<file path="config.mk">
export PLATFORM = sky130hd
export DESIGN_NAME = led_mode_scheduler
export DESIGN_NICKNAME = d
export VERILOG_FILES = /design/src/rtl/led_pkg.sv /design/src/rtl/loop_detector.sv /design/src/rtl/led_mode_scheduler.sv
export SDC_FILE = /design/constraint.sdc
export NUM_CORES = 1
export LEC_CHECK = 0
export CAP_MARGIN = 25
export CORE_AREA = 2 2 64 66
export CTS_BUF_LIST = sky130_fd_sc_hd__clkbuf_8
export DETAILED_ROUTE_END_ITERATION = 10
export DIE_AREA = 0 0 66 68
export GPL_TIMING_DRIVEN = 1
export PLACE_DENSITY = 0.92
export SYNTH_ARGS = -nofsm -noshare
export SYNTH_HDL_FRONTEND = slang
export SYNTH_HIERARCHICAL = 1
export SYNTH_SLANG_ARGS = --single-unit
</file>
<file path="constraint.sdc">
create_clock -name PULSE -period 7.79 [get_ports PULSE]
set_input_delay 1.1685 -clock PULSE [delete_from_list [all_inputs] [get_ports PULSE]]
set_output_delay 1.1685 -clock PULSE [all_outputs]
set_load 0.005 [all_outputs]
</file>
<file path="src/rtl/led_pkg.sv">
// Shared constants for the LED driver: vector widths, scheduler FSM encoding and mode indices.
package led_pkg;

  localparam int unsigned LED_W     = 18;
  localparam int unsigned ST_W      = 3;
  localparam int unsigned NUM_MODES = 4;

  localparam logic [0:0] SCH_BLANK  = 1'b0;
  localparam logic [0:0] SCH_ACTIVE = 1'b1;

  localparam logic [1:0] MODE1 = 2'd0;
  localparam logic [1:0] MODE2 = 2'd1;
  localparam logic [1:0] MODE3 = 2'd2;
  localparam logic [1:0] MODE4 = 2'd3;

  function automatic logic [NUM_MODES-1:0] mode_onehot(input logic [1:0] m);
    return 4'b0001 << m;
  endfunction

endpackage

</file>
<file path="src/rtl/loop_detector.sv">
// Detects a pattern wrapping back to state 0 and counts completed loops, saturating at
// LOOPS_PER_MODE.
module loop_detector
  import led_pkg::*;
#(
  parameter int unsigned LOOPS_PER_MODE = 3
) (
  input  logic            PULSE,
  input  logic            RESET,
  input  logic            i_clear,
  input  logic [ST_W-1:0] i_st,
  output logic            o_loop_done,
  output logic [3:0]      o_loop_cnt
);

  logic [ST_W-1:0] r_prev_st;
  logic [3:0]      r_loop_cnt;

  // Held clear while the scheduler is blank, so the first active cycle sees prev_st = 0.
  assign o_loop_done = !i_clear && (r_prev_st != '0) && (i_st == '0);
  assign o_loop_cnt  = r_loop_cnt;

  always_ff @(posedge PULSE) begin
    if (RESET || i_clear) begin
      r_prev_st  <= '0;
      r_loop_cnt <= '0;
    end else begin
      r_prev_st <= i_st;
      if (o_loop_done && (r_loop_cnt < 4'(LOOPS_PER_MODE))) begin
        r_loop_cnt <= r_loop_cnt + 4'd1;
      end
    end
  end

endmodule

</file>
<file path="src/rtl/led_mode_scheduler.sv">
// Sequences the four LED pattern modes with a dark gap between them; advances on a button
// press or, with AUTO set, after LOOPS_PER_MODE completed pattern loops.
module led_mode_scheduler
  import led_pkg::*;
#(
  parameter int unsigned BLANK_CYCLES   = 2,
  parameter int unsigned LOOPS_PER_MODE = 3
) (
  input  logic                 PULSE,
  input  logic                 RESET,
  input  logic                 BTN_NEXT,
  input  logic                 AUTO,
  input  logic [LED_W-1:0]     LEDr1,
  input  logic [LED_W-1:0]     LEDr2,
  input  logic [LED_W-1:0]     LEDr3,
  input  logic [LED_W-1:0]     LEDr4,
  input  logic [ST_W-1:0]      state1,
  input  logic [ST_W-1:0]      state2,
  input  logic [ST_W-1:0]      state3,
  input  logic [ST_W-1:0]      state4,
  output logic [NUM_MODES-1:0] MODE_ON,
  output logic [LED_W-1:0]     LEDR,
  output logic [1:0]           mode,
  output logic                 blank
);

  logic [0:0]      r_state;
  logic [1:0]      r_mode;
  logic [3:0]      r_blank_cnt;

  logic [ST_W-1:0]  w_sel_st;
  logic [LED_W-1:0] w_sel_led;
  logic             w_active;
  logic             w_blank_term;
  logic             w_loop_done;
  logic [3:0]       w_loop_cnt;
  logic             w_advance;

  always_comb begin
    w_sel_st  = state1;
    w_sel_led = LEDr1;
    unique case (r_mode)
      MODE1: begin w_sel_st = state1; w_sel_led = LEDr1; end
      MODE2: begin w_sel_st = state2; w_sel_led = LEDr2; end
      MODE3: begin w_sel_st = state3; w_sel_led = LEDr3; end
      MODE4: begin w_sel_st = state4; w_sel_led = LEDr4; end
      default: begin w_sel_st = state1; w_sel_led = LEDr1; end
    endcase
  end

  assign w_active     = (r_state == SCH_ACTIVE);
  assign w_blank_term = (r_blank_cnt == 4'(BLANK_CYCLES - 1));

  loop_detector #(
    .LOOPS_PER_MODE (LOOPS_PER_MODE)
  ) u_loop_detector (
    .PULSE       (PULSE),
    .RESET       (RESET),
    .i_clear     (!w_active),
    .i_st        (w_sel_st),
    .o_loop_done (w_loop_done),
    .o_loop_cnt  (w_loop_cnt)
  );

  // >= rather than == so that enabling AUTO after the count saturated still fires next loop.
  assign w_advance = w_active &&
                     (BTN_NEXT ||
                      (AUTO && w_loop_done && (w_loop_cnt >= 4'(LOOPS_PER_MODE - 1))));

  always_ff @(posedge PULSE) begin
    if (RESET) begin
      r_state     <= SCH_BLANK;
      r_mode      <= MODE1;
      r_blank_cnt <= '0;
    end else if (!w_active) begin
      if (w_blank_term) begin
        r_state <= SCH_ACTIVE;
      end else begin
        r_blank_cnt <= r_blank_cnt + 4'd1;
      end
    end else if (w_advance) begin
      r_state     <= SCH_BLANK;
      r_mode      <= r_mode + 2'd1;
      r_blank_cnt <= '0;
    end
  end

  assign MODE_ON = w_active ? mode_onehot(r_mode) : '0;
  assign LEDR    = w_active ? w_sel_led : '0;
  assign mode    = r_mode;
  assign blank   = !w_active;

endmodule

</file>
## Word level (Yosys, flattened, before mapping)

Cells that the tools add are included.

| word-level totals | value |
|---|---|
| bits in registers | 14 |
| word-level logic and storage cells | 41 |
| input port bits | 88 |

| cells by class | value |
|---|---|
| add/sub/neg operators | 3 |
| equality and inequality tests | 6 |
| mux-type cells | 10 |
| $lt $le $gt $ge | 2 |
| shift-type cells | 1 |
| reduce and logical (&&, ||, !) cells | 14 |

Operator list:

| operator | count |
|---|---|
| $pmux 18 s4 | 1 |
| $mux 18 | 1 |
| $mux 4 | 4 |
| $pmux 3 s4 | 1 |
| $add 4x1->4 const B | 2 |
| $logic_and 1x1->1 | 6 |
| $eq 2x2->1 const B | 2 |
| $eq 4x1->1 const B | 1 |
| $ge 4x2->1 const B | 1 |
| $lt 4x2->1 const B | 1 |
| $reduce_and 2->1 | 2 |
| $shl 1x2->4 const A | 1 |
| $logic_not 3->1 | 1 |
| $mux 1 | 3 |
| $reduce_bool 3->1 | 1 |
| $add 2x1->2 const B | 1 |
| $eq 2x1->1 const B | 1 |
| $logic_not 2->1 | 1 |
| $logic_or 1x1->1 | 2 |
| $ne 2x1->1 const B | 1 |
| $ne 2x2->1 const B | 1 |
| $logic_not 1->1 | 1 |

## Logic depth before layout (Yosys ltp)

| depth | value |
|---|---|
| word-level depth | 10 |
| gate-level depth with buffers | 10 |

## By module

The synthesis kept the hierarchy.

Modules (own cells, without submodules):

| module | area each (um^2) | sequential area each (um^2) | instances | cells each |
|---|---|---|---|---|
| led_mode_scheduler | 1028.5 | 140.1 | 1 | 141 |
| loop_detector | 267.8 | 140.1 | 1 | 25 |

## Worst setup path after synthesis

OpenSTA, ideal clock, no wires.

| path | value |
|---|---|
| path kind | input to register |
| start | input state3[1] |
| end | register r_mode[0], in the netlist mode[0] |
| data required time | 7667 ps |
| library setup time | 123 ps |
| setup slack | 4748 ps |
| cell stages on the path | 7 |
| data arrival time | 2918 ps |
| path through | a222oi_1 > mux2i_1 > or4_4 > nor2_1 > a21oi_1 > nor3_4 > mux2_1 |

| on the way | value |
|---|---|
| cells in the longest elaborated chain, start to end | 8 |

Ends and longest elaborated chain:

| element | RTL line | RTL |
|---|---|---|
| start: declaration | led_mode_scheduler.sv:19 | `input logic [ST_W-1:0] state3,` |
| $pmux 3 s4 | led_mode_scheduler.sv:42 | `unique case (r_mode)` |
| named net w_sel_st[1] | led_mode_scheduler.sv:31 | `logic [ST_W-1:0] w_sel_st;` |
| $logic_not 3->1 | loop_detector.sv:20 | `assign o_loop_done = !i_clear && (r_prev_st != '0) && (i_st == '0);` |
| $logic_and 1x1->1 | loop_detector.sv:20 |  |
| named net w_loop_done | led_mode_scheduler.sv:35 | `logic w_loop_done;` |
| $logic_and 1x1->1 (2 in series) | led_mode_scheduler.sv:68 | `(AUTO && w_loop_done && (w_loop_cnt >= 4'(LOOPS_PER_MODE - 1))));` |
| $logic_or 1x1->1 | led_mode_scheduler.sv:67 | `(BTN_NEXT \|\|` |
| $logic_and 1x1->1 | led_mode_scheduler.sv:66 | `assign w_advance = w_active &&` |
| $reduce_and 2->1 (no line) | n/a |  |
| end signal: assignment | led_mode_scheduler.sv:83 | `r_mode <= r_mode + 2'd1;` |
| end: declaration | led_mode_scheduler.sv:28 | `logic [1:0] r_mode;` |

The timed path passes the listed nets, and every way through them passes these cells.
A chain may end at the register's enable or synchronous reset.

## Final worst setup path

| path | value |
|---|---|
| start | input LEDr3[6] |
| end | output LEDR[6] |

| on the way | value |
|---|---|
| cells in the longest elaborated chain, start to end | 2 |

Ends and longest elaborated chain:

| element | RTL line | RTL |
|---|---|---|
| start: declaration | led_mode_scheduler.sv:15 | `input logic [LED_W-1:0] LEDr3,` |
| $pmux 18 s4 | led_mode_scheduler.sv:42 |  |
| $mux 18 | led_mode_scheduler.sv:89 | `assign LEDR = w_active ? w_sel_led : '0;` |
| end: declaration | led_mode_scheduler.sv:22 | `output logic [LED_W-1:0] LEDR,` |

Every way passes these cells.

==> metrics.cfg <==
[worst_setup_path]
regToRegEndpoint=mode[0]
startpoint_type=primary input
rr_worst_depth=9
required_ns=6.62
rr_startpoint=mode[0]
r2r_slack_ns=4.58
critical_path_class=in -> out
critPathArrivalTime_ns=2.61
crit_start=LEDr3[6]
critPathMaxFanout=1
cp-end-kind=primary output

[power_and_ir_drop]
p_clk_share_pct=20.2
comb_power_share_pct=54.0
p_switching_uw=113
powerDensity_nw_per_um2=141
power.leakage_nw=0.944
p_sw_share_pct=32.4
p_int_uw=237
seqPwrFrac_pct=25.9
design_power_total_uw=351
ir_drop_mv=0.109

[synth]
post-synth-top-area-cell=dfxtp_1
synth_fp_nets=262
syn_inst=166
netlist_area_um2=1300
synth_top_area_share_pct=21.6
postSynthAreaPerCell_um2=7.81
yosysUniqueCellTypes=28
yosysWarnings=6
synth_area_leaders=dfxtp_1 (22%), a222oi_1 (16%), o21a_1 (10%)
ys_seq_area_share_pct=21.6
synth_seq_cells=14

[floorplanning]
core_um2=3860
initial_core_util_pct=33.6
die_y_um=68
placement_rows=23
die_area_um2=4490
die_x_um=66
io_pins=113

[clocking]
cts_hold_buffers=0
cts_tree=built
cts_resized=0
cts.path.max_buffers=2
clock_latency_ns=0.24
root_buffer=clkbuf_8
cts.clk_slew.worst_paths_ns=0.06
htree_num_levels=1
cts_buffers=3
postCtsSetupBuffers=0
clock-sinks=14

[detailed_routing]
drtIter0Drc=209
drc_errors=0
wirelength_um=4910
viasPerCell=5.35
wl_per_cell_um=15.3
wl_met2_um=2350
route.met3.wl_um=558
highest_layer=met4
firstDrtPassIters=8
wl_met1_um=1940
ant_nets=0
via_count=1712

[placement]
hpwlAfterDp_um=3790
numPortBuffers=112
gp_congestion=0.787

[timing]
worstMarginPinSlew_ns=0.829
timing.slew.headroom_pct=44.7
min_period_over_period_pct=48.5
maxClockFrequency_mhz=265
fin_tns_setup_ns=0
hold_violations=0
drv_slew=0
rsz0062_at_grt=false
final.min_clock_period_ns=3.78
final.setup_skew_ns=0.00248
setup_viol=0

[global_routing]
grt_antenna_before_repair=0
grt_pass1_vias=1438
overflow=0
grt_pass1_wl_um=7040
grt.total_usage_pct=20.0
grt_max_degree=40

[layout]
drive_gt1_share_pct=3.70
post-route-util_pct=64.4
layout.nets=367
area_growth_pct=91.7
n_fill_cell=327
diodes=0

[status]
outcome=finished clean

[hold_path]
hold_class=reg -> reg
holdPathEnd=u_loop_detector/o_loop_cnt[0]
min_from=u_loop_detector/o_loop_cnt[0]
holdPathStages=2

[run]
maxCapViolCount=0

==> cell usage in the layout (no fill, tap or decap) <==
cell | Yosys | layout
a211o_1 | 1 | 1
a211oi_1 | 1 | 1
a21oi_1 | 1 | 1
a222oi_1 | 21 | 21
and2_1 | 9 | 9
buf_4 | 0 | 1
clkbuf_8 | 0 | 4
clkdlybuf4s50_1 | 0 | 112
dfxtp_1 | 14 | 14
ha_1 | 8 | 8
inv_1 | 7 | 7
inv_2 | 1 | 1
mux2_1 | 1 | 1
mux2i_1 | 6 | 6
nand2_1 | 22 | 22
nand2b_1 | 4 | 4
nand4b_1 | 1 | 1
nor2_1 | 23 | 23
nor3_1 | 3 | 3
nor3_4 | 2 | 2
nor3b_1 | 1 | 1
nor4_2 | 1 | 1
o21a_1 | 18 | 18
o31ai_1 | 1 | 1
o41ai_1 | 1 | 1
or3_1 | 2 | 2
or4_1 | 2 | 2
or4_4 | 1 | 1
xnor2_1 | 1 | 1
==> routing by layer <==
metal / vias to the layer above / track usage, %
met4: 0 / 3.57
met1: 784 / 25.2
met5: - / 0
met3: 6 / 5.92
met2: 94 / 34.2
li1: 828 / -
==> area by class of cell <==
cell class | count | area (µm²) | area share (%)
Timing Repair Buffer | 113 | 1130 | 45.4
Multi-Input combinational cell | 131 | 928 | 37.4
Sequential cell | 14 | 280 | 11.3
Tap cell | 50 | 62.6 | 2.52
Clock buffer | 4 | 55.1 | 2.22
Inverter | 8 | 30.0 | 1.21
==> power by group through the flow <==
stage                     clock (mW)  combinational, mW  sequential, mW
after floorplan                    0             0.0850          0.0892
after global placement             0              0.186          0.0917
after detailed placement           0              0.189          0.0921
after CTS                     0.0727              0.190          0.0905
after global routing          0.0753              0.206          0.0929
final                         0.0707              0.189          0.0907
==> worst max-delay path by stage <==
stage | to | depth (start not counted)
floorplan | mode[0] | 7
global placement | LEDR[2] | 5
detailed placement | LEDR[2] | 5
CTS | LEDR[2] | 5
global route | LEDR[2] | 6
finish | LEDR[6] | 5
==> logic make-up after synthesis <==
| group | synth area share [%] |
|---|---|
| and+or+nand+nor | 28.2 |
| adders and majority gates | 7.72 |
| muxes | 5.50 |
| AOI/OAI and AO/OA | 29.5 |
| DFF | 21.6 |
| buffers and inverters | 6.76 |
| xor gates and xnor gates | 0.676 |
==> sequential cells by signal, summed over array words and instances (netlist names) <==
name                        count
u_loop_detector/r_prev_st       3
r_state                         1
r_blank_cnt                     4
mode                            2
u_loop_detector/o_loop_cnt      4
==> synthesized netlist by cell type (all sizes together) <==
| cell type | count |
|---|---|
| nor3b | 1 |
| o21a | 18 |
| nand2b | 4 |
| or4 | 3 |
| mux2i | 6 |
| a211o | 1 |
| mux2 | 1 |
| a222oi | 21 |
| nor4 | 1 |
| buf | 7 |
| nand2 | 22 |
| a211oi | 1 |
| a21oi | 1 |
| or3 | 2 |
| nor2 | 23 |
| inv | 8 |
| dfxtp | 14 |
| nand4b | 1 |
| o31ai | 1 |
| o41ai | 1 |
| ha | 8 |
| nor3 | 5 |
| and2 | 9 |
| xnor2 | 1 |
| clkbuf | 6 |
==> worst max-delay path: stages <==
cell and delay (ns):
clkdlybuf4s50_1 0.41, a222oi_1 0.38, o21a_1 0.15, nor2_1 0.03, clkdlybuf4s50_1 0.47
==> metrics by stage <==
| step | setup WS [ns] | cells | hold WS [ns] | cell area, µm² |
|---|---|---|---|---|
| after floorplan | 4.75 | 166 | 0.448 | 1300 |
| after global placement | 4.05 | 316 | 0.465 | 2430 |
| after detailed placement | 4.00 | 316 | 0.476 | 2430 |
| after CTS | 4.00 | 320 | 0.485 | 2480 |
| after global routing | 3.92 | 320 | 0.520 | 2480 |
| final | 4.01 | 320 | 0.483 | 2480 |
Note: power is estimated with default switching activity, not from simulation.
==> RTL edit 1, RTL diff (same flow settings) <==
Put a register stage on the output `LEDR`, without a reset. The value now appears one clock later. The other outputs are not delayed to match.
--- a/src/rtl/led_mode_scheduler.sv
+++ b/src/rtl/led_mode_scheduler.sv
@@ -88,3 +88,5 @@
   assign MODE_ON = w_active ? mode_onehot(r_mode) : '0;
-  assign LEDR    = w_active ? w_sel_led : '0;
+  always_ff @(posedge PULSE) begin
+    LEDR <= w_active ? w_sel_led : '0;
+  end
   assign mode    = r_mode;
Check against the original RTL: not equivalent (a bounded check fails within 4 cycles, from zero or initial values and one cycle with RESET high).
==> RTL edit 1 against the unedited design <==
Wire length rose by 19%. Worst hold slack improved by 0.015 ns. Power rose by 60%. Design area grew 16%. Sequential share of layout area is 11 points higher. Sequential cell count rose by 18. Global-route usage increased by 4.9 points. Core utilization rose by 11 points. Area after synthesis increased by 29%. Setup slack gained 0.27 ns. Largest power group unchanged.
==> RTL edit 1: results (changes against the unedited design) <==
| Metric | Value |
|---|---|
| Post-synthesis sequential area ratio | `38.24% (+17 points)` |
| Final Hold Viols | `0 (unchanged)` |
| Num CTS Buffers | `5 (+2)` |
| Total GRT Usage | `24.87% (+4.9 points)` |
| WL met1 | `2200 µm (+14%)` |
| Post-synth ARST share | `0% (unchanged)` |
| Vias per cell | `5.421 (+1.3%)` |
| CP delay by family, top | `adder cells` |
| Uppermost routed layer | `met4` |
| Mean post-synth cell area | `8.864 µm² (+14%)` |
| Clock Power | `119 µW (+68%)` |
| Met3 wire length | `449 µm (-20%)` |
| Tcrit/Tclk final | `45.01% (-3.5 points)` |
| Initial DRC Count | `171 (-18%)` |
| Largest net degree at the start of global routing | `37 (-7.5%)` |
| Logic power comb | `231 µW (+22%)` |
| Number of I/O port buffers | `112 (unchanged)` |
| WL final | `5833 µm (+19%)` |
| Initial antenna violation count | `0 (unchanged)` |
| Vias in the first global route | `1766 (+23%)` |
| Status | `finished, final reports clean` |
| CP max-delay cell | `ha_1` |
| R2R Setup Slk | `4.58 ns (about the same)` |
| Fraction of layout cells with a size suffix above 1 | `5.387% (+1.7 points)` |
| Slowest stage delay, CP | `0.76 ns (+0.29 ns)` |
| GPL Wtd Cong | `0.7630 (-3.1%)` |
| Area contributors post-synth | `dfxtp_1 (38%), a222oi_1 (13%), o21a_1 (8.5%), ha_1 (6.0%), nand2_1 (5.2%)` |
| Mapped cell area | `0.001675 mm² (+29%)` |
| Grt ovf | `0 (unchanged)` |
| DP HPWL | `4291 µm (+13%)` |
| Most frequent cells after synthesis | `dfxtp_1 (32), nand2_1 (23), nor2_1 (23)` |
| Largest register FFs | `18` |
| Psw | `179.8 µW (+58%)` |
| Dpl ws | `4.224 ns (+0.2243 ns)` |
| Clk slew on worst S/H paths | `0.06 ns (about the same)` |
| Crit Path Max Fanout | `22 (+21)` |
| Routed wl met2 | `3103 µm (+32%)` |
| Clock Latency Late Sink | `0.29 ns (+0.05 ns)` |
| Worst-Margin Slew | `0.8868 ns (+0.05758 ns)` |
| Non-Filler Instances | `347 (+8.4%)` |
| DP Cell Count | `340 (+7.6%)` |
| Switching share of power | `31.98% (-0.40 points)` |
| Dpl cell area | `0.002813 mm² (+16%)` |
| Layout Nets | `393 (+7.1%)` |
| Netlist cell types | `29 (+3.6%)` |
| Worst Hold Class | `reg2reg` |
| H-Tree Depth | `2 (+1)` |
| Clk buf depth | `2 (unchanged)` |
| Hold Worst Slack | `0.4980 ns (+0.01468 ns)` |
| Syn Nets | `285 (+8.8%)` |
| Inserted Diodes | `0 (unchanged)` |
| First-pass GRT wire length | `8328 µm (+18%)` |
| Setup repair bufs after CTS | `0 (unchanged)` |
| VDD IR max | `0.0001366 V (+26%)` |
| Pleak | `0.001116 µW (+18%)` |
| Clock skew | `0.005279 ns (+0.002800 ns)` |
RTL edit 1: final timing paths:
kind,start,to,cells after the start
min reg2reg,u_loop_detector/o_loop_cnt[1]$_SDFFE_PP0P_,u_loop_detector/o_loop_cnt[1]$_SDFFE_PP0P_,2
max,mode[0]$_SDFFE_PP0P_,MODE_ON[2],4
max reg2reg,mode[0]$_SDFFE_PP0P_,r_blank_cnt[0]$_SDFFE_PP0P_,9
min,u_loop_detector/o_loop_cnt[1]$_SDFFE_PP0P_,u_loop_detector/o_loop_cnt[1]$_SDFFE_PP0P_,2
RTL edit 1: layout make-up:
| class | instances | area (µm²) |
|---|---|---|
| Clock buffer | 5 | 68.82 |
| Clock inverter | 2 | 8.758 |
| Fill cell | 299 | 965.9 |
| Inverter | 8 | 30.03 |
| Multi-Input combinational cell | 135 | 935.9 |
| Sequential cell | 32 | 640.6 |
| Tap cell | 50 | 62.56 |
| Timing Repair Buffer | 115 | 1144 |
RTL edit 1: cell families after synthesis:
group	synth area share [%]
multiplexers	4.257
AND/OR/NAND/NOR	21.43
flip-flops	38.24
adder cells (fa/ha/maj)	5.975
buffers and inverters	5.900
AO/OA/AOI/OAI	24.20
RTL edit 1: worst register-to-register path, delay by kind of cell (launching register included):
kind	cells	cell delay [ns]
and+or+nand+nor	3	0.79
muxes	1	0.15
AOI/OAI and AO/OA	3	1.05
buffers and inverters	1	0.13
DFF	1	0.44
adders and majority gates	1	0.53
RTL edit 1: layer usage:
| metal | global-route usage [%] | vias up |
|---|---|---|
| met3 | 6.414 | 9 |
| met5 | 0 | - |
| met4 | 8.163 | 0 |
| met1 | 26.94 | 874 |
| met2 | 47.22 | 87 |
| li1 | - | 911 |
==> RTL edit 2, RTL diff (config.mk and constraints unchanged) <==
Without the edit above. Set the package constant `NUM_MODES` to 3 (it was 4).
--- a/src/rtl/led_pkg.sv
+++ b/src/rtl/led_pkg.sv
@@ -5,3 +5,3 @@
   localparam int unsigned ST_W      = 3;
-  localparam int unsigned NUM_MODES = 4;
+  localparam int unsigned NUM_MODES = 3;
 
Interface: changed (resized MODE_ON); port bits go from 113 to 112. The function was not compared with the original's and may differ.
==> RTL edit 2 against the unedited design <==
Highest routed layer unchanged. Count of clock-buffer cells in the layout stayed put. Design area is 0.30% lower. Critical path depth stayed put. Area after synthesis stayed put. Global-route usage is 1.4 points higher. Die area stayed put. Critical endpoint is now LEDR[8]. Sequential cell count stayed put. Non-clock buffer count is 1 lower. Wire length is 1.2% higher. Combinational power hardly changed. Setup slack worse by 0.0081 ns. Power is 0.17% higher.
==> RTL edit 2: results (changes against the unedited design) <==
| Metric | Value |
|---|---|
| Status | `finished, final reports clean` |
| CP endpoint | `LEDR[8]` |
| Final-layout non-clock buffer area share | `45.15% (-0.27 points)` |
| Seq/total area | `11.31% (+0.034 points)` |
| Multi-input gate area | `930.9 µm² (+0.27%)` |
| CP arrival | `2.62 ns (about the same)` |
| Relative slew slack | `44.08% (-0.64 points)` |
| Initial DRC Count | `161 (-23%)` |
| Syn Nets | `261 (-0.38%)` |
| Total GRT Usage | `21.32% (+1.4 points)` |
| Pleak | `0.0009413 µW (-0.33%)` |
| GR Util met1 | `23.21% (-2.0 points)` |
| Drt pass-1 iters | `6 (-2)` |
| Clock skew | `0.006510 ns (+0.004032 ns)` |
| DP HPWL | `3893 µm (+2.8%)` |
| Vias in the first global route | `1544 (+7.4%)` |
| ClkCell Share | `2.222% (+0.0067 points)` |
| Flop pwr share | `25.6% (-0.3 points)` |
| Clock Power | `72.0 µW (+2%)` |
| Filler Cells Inserted | `336 (+2.8%)` |
| Dpl ws | `4.005 ns (+0.005040 ns)` |
| Layout Nets | `365 (-0.54%)` |
| Routed via count | `1665 (-2.7%)` |
| M3 GR Usage | `5.263% (-0.66 points)` |
| Psw | `113.9 µW (+0.35%)` |
| Grt met2 use | `40.91% (+6.7 points)` |
| First-pass GRT wire length | `7410 µm (+5.2%)` |
[RTL edit 2: worst register-to-register path: cells and delay by family, from the launching register on]
kind | cells | cell delay [ns]
flip-flops | 1 | 0.41
buffers and inverters | 1 | 0.12
AO/OA/AOI/OAI | 2 | 0.58
adder cells (fa/ha/maj) | 1 | 0.49
multiplexers | 2 | 0.50
AND/OR/NAND/NOR | 3 | 1.02
[RTL edit 2: metrics by stage]
| step | hold slack, ns | area [µm²] | utilization, % | power, µW | instances |
|---|---|---|---|---|---|
| finish | 0.4769 | 2477 | 64.24 | 351.2 | 318 |
| global route | 0.4999 | 2477 | 64.24 | 373.8 | 318 |
| CTS | 0.4843 | 2477 | 64.24 | 354.0 | 318 |
| detailed placement | 0.4763 | 2422 | 62.82 | 280.7 | 314 |
| global placement | 0.4644 | 2422 | 62.82 | 276.2 | 314 |
| floorplan | 0.4477 | 1296 | - | 173.5 | 165 |
